### config.mk
export PLATFORM = sky130hd
export DESIGN_NAME = apb_cfg_master_flat
export DESIGN_NICKNAME = d
export VERILOG_FILES = /design/src/rtl/apb_cfg_master_if.sv /design/src/rtl/apb_cfg_master.sv /design/src/flat_wrapper.sv
export SDC_FILE = /design/constraint.sdc
export NUM_CORES = 1
export LEC_CHECK = 0
export CAP_MARGIN = 20
export CORE_MARGIN = 2
export CORE_UTILIZATION = 62
export DETAILED_ROUTE_END_ITERATION = 7
export DONT_BUFFER_PORTS = 1
export PLACE_DENSITY = 0.75
export SETUP_SLACK_MARGIN = 0.15
export SYNTH_ARGS = -nofsm -noshare
export SYNTH_HDL_FRONTEND = slang
export SYNTH_SLANG_ARGS = --single-unit
### constraint.sdc
create_clock -name pclk -period 4.05 [get_ports pclk]
set_input_delay 0.81 -clock pclk [delete_from_list [all_inputs] [get_ports pclk]]
set_output_delay 0.81 -clock pclk [all_outputs]
set_load 0.01 [all_outputs]
### src/rtl/apb_cfg_master_if.sv
// -----------------------------------------------------------------------------
// apb_cfg_master_if
//   Bundles the command stream, the response stream and the APB3 bus that
//   apb_cfg_master sits between.
//   Modport master : the sequencer (consumes commands, drives APB, emits rsp).
//   Modport slave  : the environment (offers commands, acts as the APB slave,
//                    receives responses).
// Signals
//   cmd_valid/cmd_ready/cmd_write/cmd_addr/cmd_wdata : command handshake
//   rsp_valid/rsp_rdata/rsp_err/rsp_timeout          : one-cycle response
//   psel/penable/pwrite/paddr/pwdata/prdata/pready/pslverr : APB3 bus
// -----------------------------------------------------------------------------
interface apb_cfg_master_if #(
  parameter int ADDR_W = 32,
  parameter int DATA_W = 32
);
  logic              cmd_valid;
  logic              cmd_ready;
  logic              cmd_write;
  logic [ADDR_W-1:0] cmd_addr;
  logic [DATA_W-1:0] cmd_wdata;

  logic              rsp_valid;
  logic [DATA_W-1:0] rsp_rdata;
  logic              rsp_err;
  logic              rsp_timeout;

  logic              psel;
  logic              penable;
  logic              pwrite;
  logic [ADDR_W-1:0] paddr;
  logic [DATA_W-1:0] pwdata;
  logic [DATA_W-1:0] prdata;
  logic              pready;
  logic              pslverr;

  modport master (
    input  cmd_valid, cmd_write, cmd_addr, cmd_wdata,
    output cmd_ready,
    output rsp_valid, rsp_rdata, rsp_err, rsp_timeout,
    output psel, penable, pwrite, paddr, pwdata,
    input  prdata, pready, pslverr
  );

  modport slave (
    output cmd_valid, cmd_write, cmd_addr, cmd_wdata,
    input  cmd_ready,
    input  rsp_valid, rsp_rdata, rsp_err, rsp_timeout,
    input  psel, penable, pwrite, paddr, pwdata,
    output prdata, pready, pslverr
  );
endinterface

### src/rtl/apb_cfg_master.sv
// -----------------------------------------------------------------------------
// apb_cfg_master
//   Turns a valid/ready command stream into APB3 transfers (IDLE -> SETUP ->
//   ACCESS) and returns one response pulse per command carrying read data and
//   error status. Every ACCESS phase is bounded by TIMEOUT wait-state cycles.
// Ports
//   pclk   : APB/system clock
//   preset : asynchronous, active-high reset
//   bus    : apb_cfg_master_if.master (command, response and APB signals)
// Parameters
//   ADDR_W, DATA_W : address/data widths (must match the interface instance)
//   TIMEOUT        : max ACCESS cycles with pready low before abort (>= 1)
// -----------------------------------------------------------------------------
module apb_cfg_master #(
  parameter int ADDR_W  = 32,
  parameter int DATA_W  = 32,
  parameter int TIMEOUT = 16
) (
  input logic                 pclk,
  input logic                 preset,
  apb_cfg_master_if.master    bus
);

  localparam int CNT_W = $clog2(TIMEOUT + 1);
  localparam logic [CNT_W-1:0] CNT_LAST = CNT_W'(TIMEOUT - 1);

  typedef enum logic [1:0] {
    ST_IDLE,
    ST_SETUP,
    ST_ACCESS
  } state_e;

  state_e            state_q,       state_d;
  logic              psel_q,        psel_d;
  logic              penable_q,     penable_d;
  logic              pwrite_q,      pwrite_d;
  logic [ADDR_W-1:0] paddr_q,       paddr_d;
  logic [DATA_W-1:0] pwdata_q,      pwdata_d;
  logic              rsp_valid_q,   rsp_valid_d;
  logic [DATA_W-1:0] rsp_rdata_q,   rsp_rdata_d;
  logic              rsp_err_q,     rsp_err_d;
  logic              rsp_timeout_q, rsp_timeout_d;
  logic [CNT_W-1:0]  wait_cnt_q,    wait_cnt_d;

  // The only combinational output: accepting a command needs no extra cycle,
  // which is what gives back-to-back transfers a 3-cycle period.
  assign bus.cmd_ready = (state_q == ST_IDLE) && !preset;

  always_comb begin
    // NOTE: every signal gets a default before the case so no path leaves one
    // unassigned; a missing default here would infer a latch.
    state_d       = state_q;
    psel_d        = psel_q;
    penable_d     = penable_q;
    pwrite_d      = pwrite_q;
    paddr_d       = paddr_q;
    pwdata_d      = pwdata_q;
    rsp_valid_d   = 1'b0;           // single-cycle pulse
    rsp_rdata_d   = rsp_rdata_q;    // response fields hold until the next pulse
    rsp_err_d     = rsp_err_q;
    rsp_timeout_d = rsp_timeout_q;
    wait_cnt_d    = wait_cnt_q;

    unique case (state_q)
      ST_IDLE: begin
        psel_d    = 1'b0;
        penable_d = 1'b0;
        if (bus.cmd_valid && bus.cmd_ready) begin
          paddr_d  = bus.cmd_addr;
          pwdata_d = bus.cmd_wdata;
          pwrite_d = bus.cmd_write;
          psel_d   = 1'b1;
          state_d  = ST_SETUP;
        end
      end

      ST_SETUP: begin
        penable_d  = 1'b1;
        wait_cnt_d = '0;
        state_d    = ST_ACCESS;
      end

      ST_ACCESS: begin
        // pready wins over the timeout when both land on the same cycle;
        // pslverr is only meaningful alongside pready.
        if (bus.pready) begin
          rsp_valid_d   = 1'b1;
          rsp_err_d     = bus.pslverr;
          rsp_timeout_d = 1'b0;
          rsp_rdata_d   = pwrite_q ? '0 : bus.prdata;
          psel_d        = 1'b0;
          penable_d     = 1'b0;
          state_d       = ST_IDLE;
        end else if (wait_cnt_q == CNT_LAST) begin
          rsp_valid_d   = 1'b1;
          rsp_err_d     = 1'b1;
          rsp_timeout_d = 1'b1;
          rsp_rdata_d   = '0;
          psel_d        = 1'b0;
          penable_d     = 1'b0;
          state_d       = ST_IDLE;
        end else begin
          // Only reached below CNT_LAST, so the counter can never wrap.
          wait_cnt_d = wait_cnt_q + 1'b1;
        end
      end

      default: begin
        psel_d    = 1'b0;
        penable_d = 1'b0;
        state_d   = ST_IDLE;
      end
    endcase
  end

  // NOTE: the APB address/data and response registers are reset too, so the
  // bus shows all-zero values while idle after reset rather than X.
  always_ff @(posedge pclk or posedge preset) begin
    if (preset) begin
      state_q       <= ST_IDLE;
      psel_q        <= 1'b0;
      penable_q     <= 1'b0;
      pwrite_q      <= 1'b0;
      paddr_q       <= '0;
      pwdata_q      <= '0;
      rsp_valid_q   <= 1'b0;
      rsp_rdata_q   <= '0;
      rsp_err_q     <= 1'b0;
      rsp_timeout_q <= 1'b0;
      wait_cnt_q    <= '0;
    end else begin
      // NOTE: non-blocking assignments so every flop samples the pre-edge
      // value of every other flop, independent of statement order.
      state_q       <= state_d;
      psel_q        <= psel_d;
      penable_q     <= penable_d;
      pwrite_q      <= pwrite_d;
      paddr_q       <= paddr_d;
      pwdata_q      <= pwdata_d;
      rsp_valid_q   <= rsp_valid_d;
      rsp_rdata_q   <= rsp_rdata_d;
      rsp_err_q     <= rsp_err_d;
      rsp_timeout_q <= rsp_timeout_d;
      wait_cnt_q    <= wait_cnt_d;
    end
  end

  assign bus.psel        = psel_q;
  assign bus.penable     = penable_q;
  assign bus.pwrite      = pwrite_q;
  assign bus.paddr       = paddr_q;
  assign bus.pwdata      = pwdata_q;
  assign bus.rsp_valid   = rsp_valid_q;
  assign bus.rsp_rdata   = rsp_rdata_q;
  assign bus.rsp_err     = rsp_err_q;
  assign bus.rsp_timeout = rsp_timeout_q;

endmodule
### src/flat_wrapper.sv
// flat-port wrapper written by rule: the top's interface ports become plain ports
module apb_cfg_master_flat 
#(
  parameter int ADDR_W  = 32,
  parameter int DATA_W  = 32,
  parameter int TIMEOUT = 16
)
  (pclk, preset, bus_cmd_valid, bus_cmd_write, bus_cmd_addr, bus_cmd_wdata, bus_cmd_ready, bus_rsp_valid, bus_rsp_rdata, bus_rsp_err, bus_rsp_timeout, bus_psel, bus_penable, bus_pwrite, bus_paddr, bus_pwdata, bus_prdata, bus_pready, bus_pslverr);
  apb_cfg_master_if #(.ADDR_W(ADDR_W), .DATA_W(DATA_W)) bus_i ();
  input logic pclk;
  input logic preset;
  input wire logic [$bits(bus_i.cmd_valid)-1:0] bus_cmd_valid;
  input wire logic [$bits(bus_i.cmd_write)-1:0] bus_cmd_write;
  input wire logic [$bits(bus_i.cmd_addr)-1:0] bus_cmd_addr;
  input wire logic [$bits(bus_i.cmd_wdata)-1:0] bus_cmd_wdata;
  output wire logic [$bits(bus_i.cmd_ready)-1:0] bus_cmd_ready;
  output wire logic [$bits(bus_i.rsp_valid)-1:0] bus_rsp_valid;
  output wire logic [$bits(bus_i.rsp_rdata)-1:0] bus_rsp_rdata;
  output wire logic [$bits(bus_i.rsp_err)-1:0] bus_rsp_err;
  output wire logic [$bits(bus_i.rsp_timeout)-1:0] bus_rsp_timeout;
  output wire logic [$bits(bus_i.psel)-1:0] bus_psel;
  output wire logic [$bits(bus_i.penable)-1:0] bus_penable;
  output wire logic [$bits(bus_i.pwrite)-1:0] bus_pwrite;
  output wire logic [$bits(bus_i.paddr)-1:0] bus_paddr;
  output wire logic [$bits(bus_i.pwdata)-1:0] bus_pwdata;
  input wire logic [$bits(bus_i.prdata)-1:0] bus_prdata;
  input wire logic [$bits(bus_i.pready)-1:0] bus_pready;
  input wire logic [$bits(bus_i.pslverr)-1:0] bus_pslverr;
  assign bus_i.cmd_valid = bus_cmd_valid;
  assign bus_i.cmd_write = bus_cmd_write;
  assign bus_i.cmd_addr = bus_cmd_addr;
  assign bus_i.cmd_wdata = bus_cmd_wdata;
  assign bus_cmd_ready = bus_i.cmd_ready;
  assign bus_rsp_valid = bus_i.rsp_valid;
  assign bus_rsp_rdata = bus_i.rsp_rdata;
  assign bus_rsp_err = bus_i.rsp_err;
  assign bus_rsp_timeout = bus_i.rsp_timeout;
  assign bus_psel = bus_i.psel;
  assign bus_penable = bus_i.penable;
  assign bus_pwrite = bus_i.pwrite;
  assign bus_paddr = bus_i.paddr;
  assign bus_pwdata = bus_i.pwdata;
  assign bus_i.prdata = bus_prdata;
  assign bus_i.pready = bus_pready;
  assign bus_i.pslverr = bus_pslverr;
  apb_cfg_master #(.ADDR_W(ADDR_W), .DATA_W(DATA_W), .TIMEOUT(TIMEOUT)) u_core (.pclk(pclk), .preset(preset), .bus(bus_i));
endmodule
==> impl_metrics.json <==
{
  "tightest_slew_ns": 0.671,
  "cts_setup_buffers": 0,
  "syn_area_per_cell_um2": 16.0,
  "p_sw_mw": 0.923,
  "grt_pass1_wl_um": 12600,
  "comb_power_share": 0.156,
  "ys_ff_latch": 109,
  "whs_ns": 0.332,
  "place_congestion": 0.828,
  "die_area_um2": 7570,
  "drive_above_1_share": 0.337,
  "fin_crit_ns": 2.38,
  "drt_iter0_drc": 77,
  "required_ns": 4.29,
  "core_area_um2": 6720,
  "power.density_nw_per_um2": 649,
  "cts.sinks": 109,
  "cts_made_buffers": 9,
  "regArea_um2": 2730,
  "n_fill_cell": 479,
  "cts-root-buf": "clkbuf_8",
  "dpl.hpwl_um": 5890,
  "worst_r2r_endpoint": "u_core.bus.paddr[1]",
  "antenna_found_initial": 0,
  "routed_via_density": 6.43,
  "timing.fmax_mhz": 420,
  "grtUsageTotal": 0.218,
  "hold_class": "in2async",
  "path_clk_slew_ns": 0.11,
  "worst-path-max-fanout": 47,
  "ys_warn_count": 0,
  "clk_path_buf_depth": 2,
  "peakVddDrop_v": 0.000371,
  "area_growth_pct": 5.56,
  "clk_latency_ns": 0.36,
  "end_kind": "flop",
  "ys_seq_area_frac": 0.638,
  "synthCells": 267,
  "cp.arrival_ns": 2.62,
  "rsz0062_at_grt": "false",
  "power_frac_seq": 0.617,
  "ios": 205,
  "start_util": 0.636,
  "r2r_cells": 4,
  "final_common_cell": "dfrtp_1",
  "core.rowCount": 30,
  "maxSlewViolCount": 0,
  "wl_per_cell_um": 23.3,
  "die_h_um": 87.0,
  "grt_pass1_vias": 2355,
  "maxCapViolCount": 0,
  "cts_max_level": 3,
  "clock_power_share": 0.227,
  "fin_util": 0.672,
  "hold_viol": 0,
  "synth.distinct_cells": 34,
  "finalSetupViolCount": 0,
  "critPathKind": "reg2reg",
  "grt_max_degree": 86,
  "firstDrtPassIters": 4,
  "min_period_over_period": 0.587,
  "outcome": "finished, final reports clean",
  "cp-start-kind": "flop",
  "cts.hold.buffers_added": 0,
  "multiInputGateArea_um2": 1390,
  "die_w_um": 87.0,
  "wl_um": 8230,
  "fin_total_pwr_mw": 2.93,
  "r2r_start": "u_core.state_q[0]",
  "layout_common_cells": "109 x dfrtp_1, 35 x mux2_2, 35 x a22o_1, 30 x mux2_4, 9 x clkbuf_8",
  "intPower_mw": 2.01,
  "tns_ns": 0,
  "p_leak_nw": 2.07,
  "layout.nets": 372,
  "portBuffers": 0,
  "cts_tree": "built",
  "cts_resized": 0,
  "relSlewSlack": 0.553,
  "rrSetupSlack_ns": 1.67,
  "drc": 0,
  "antenna_cells": 0,
  "num_vias": 2269,
  "syn_area_um2": 4270,
  "syn_nets": 371,
  "switching_share": 0.315,
  "ant_nets": 0,
  "skew_ns": 0.0120,
  "grt_overflow": 0
}
per-stage QoR:
step                instances  cell area (µm²)  worst slack, ns
floorplan                 267             4270            0.366
global placement          335             4270             1.56
detailed placement        335             4270             1.51
CTS                       351             4480             1.67
global route              353             4510             1.56
finish                    353             4510             1.67
worst max-delay path, stage by stage, from the launching register on:
cell and delay (ns):
dfrtp_1 0.54, nor3_2 0.35, and2_4 0.63, buf_4 0.35, mux2_2 0.36
synthesized netlist by cell type (all sizes together):
master,n,area share
o22ai,1,0.0015
o31ai,1,0.0018
and2,1,0.0015
nand3,3,0.0035
and4,1,0.0020
a21oi,5,0.0059
o21ai,3,0.0035
o22a,1,0.0020
buf,11,0.029
nor2,2,0.0018
xor2,1,0.0020
dfrtp,109,0.64
and3,2,0.0029
nand3b,1,0.0018
inv,6,0.0053
nor3,2,0.0035
a311o,1,0.0023
a21o,1,0.0018
nand4,1,0.0015
mux2,65,0.20
and2b,1,0.0018
or3,1,0.0015
nand2,3,0.0026
ha,2,0.0059
clkbuf,5,0.0044
a22o,35,0.072
nand2b,2,0.0029
per-layer routing:
metal	global-route usage	vias to the layer above	routed length [µm]
met5	0	-	0
met4	0.0554	0	60
met3	0.102	5	950
met2	0.340	137	4090
met1	0.276	1162	3120
li1	-	965	-
layout make-up:
cell class | count | area share
Clock buffer | 9 | 0.0275
Timing Repair Buffer | 6 | 0.0144
Sequential cell | 109 | 0.605
Tap cell | 80 | 0.0222
Clock inverter | 7 | 0.0177
Inverter | 6 | 0.00555
Multi-Input combinational cell | 136 | 0.308
registers in the layout, indices dropped and copies added (netlist names), 2 cells and up:
signal	cells
u_core.bus.paddr	32
u_core.bus.pwdata	32
u_core.bus.rsp_rdata	32
u_core.wait_cnt_q	5
u_core.state_q	2
logic make-up after synthesis:
family | count (synthesis) | share of synthesized area
flops | 109 | 0.638
mux | 65 | 0.198
fa+ha+maj | 2 | 0.00585
compound gates | 48 | 0.0905
simple gates | 20 | 0.0272
xor+xnor | 1 | 0.00205
buf+inv | 22 | 0.0386
power groups by stage:
stage / Combinational (mW) / Clock (mW) / Sequential, mW
global route: 0.504 / 0.736 / 1.85
global placement: 0.437 / 0 / 1.83
detailed placement: 0.462 / 0 / 1.83
finish: 0.457 / 0.665 / 1.81
CTS: 0.459 / 0.689 / 1.81
floorplan: 0.427 / 0 / 1.73
how the worst max path moves through the flow:
stage,startpoint,end,slack (ns),cells after the start
final,u_core.state_q[0],u_core.bus.paddr[1],1.67,4
after CTS,u_core.state_q[0],u_core.bus.paddr[1],1.67,4
after global routing,u_core.state_q[0],u_core.bus.paddr[6],1.56,4
after global placement,preset,u_core.bus.paddr[6],1.56,4
after floorplan,preset,u_core.bus.paddr[0],0.37,1
after detailed placement,preset,u_core.bus.paddr[1],1.51,4
Power figures use the tool's default switching activity.
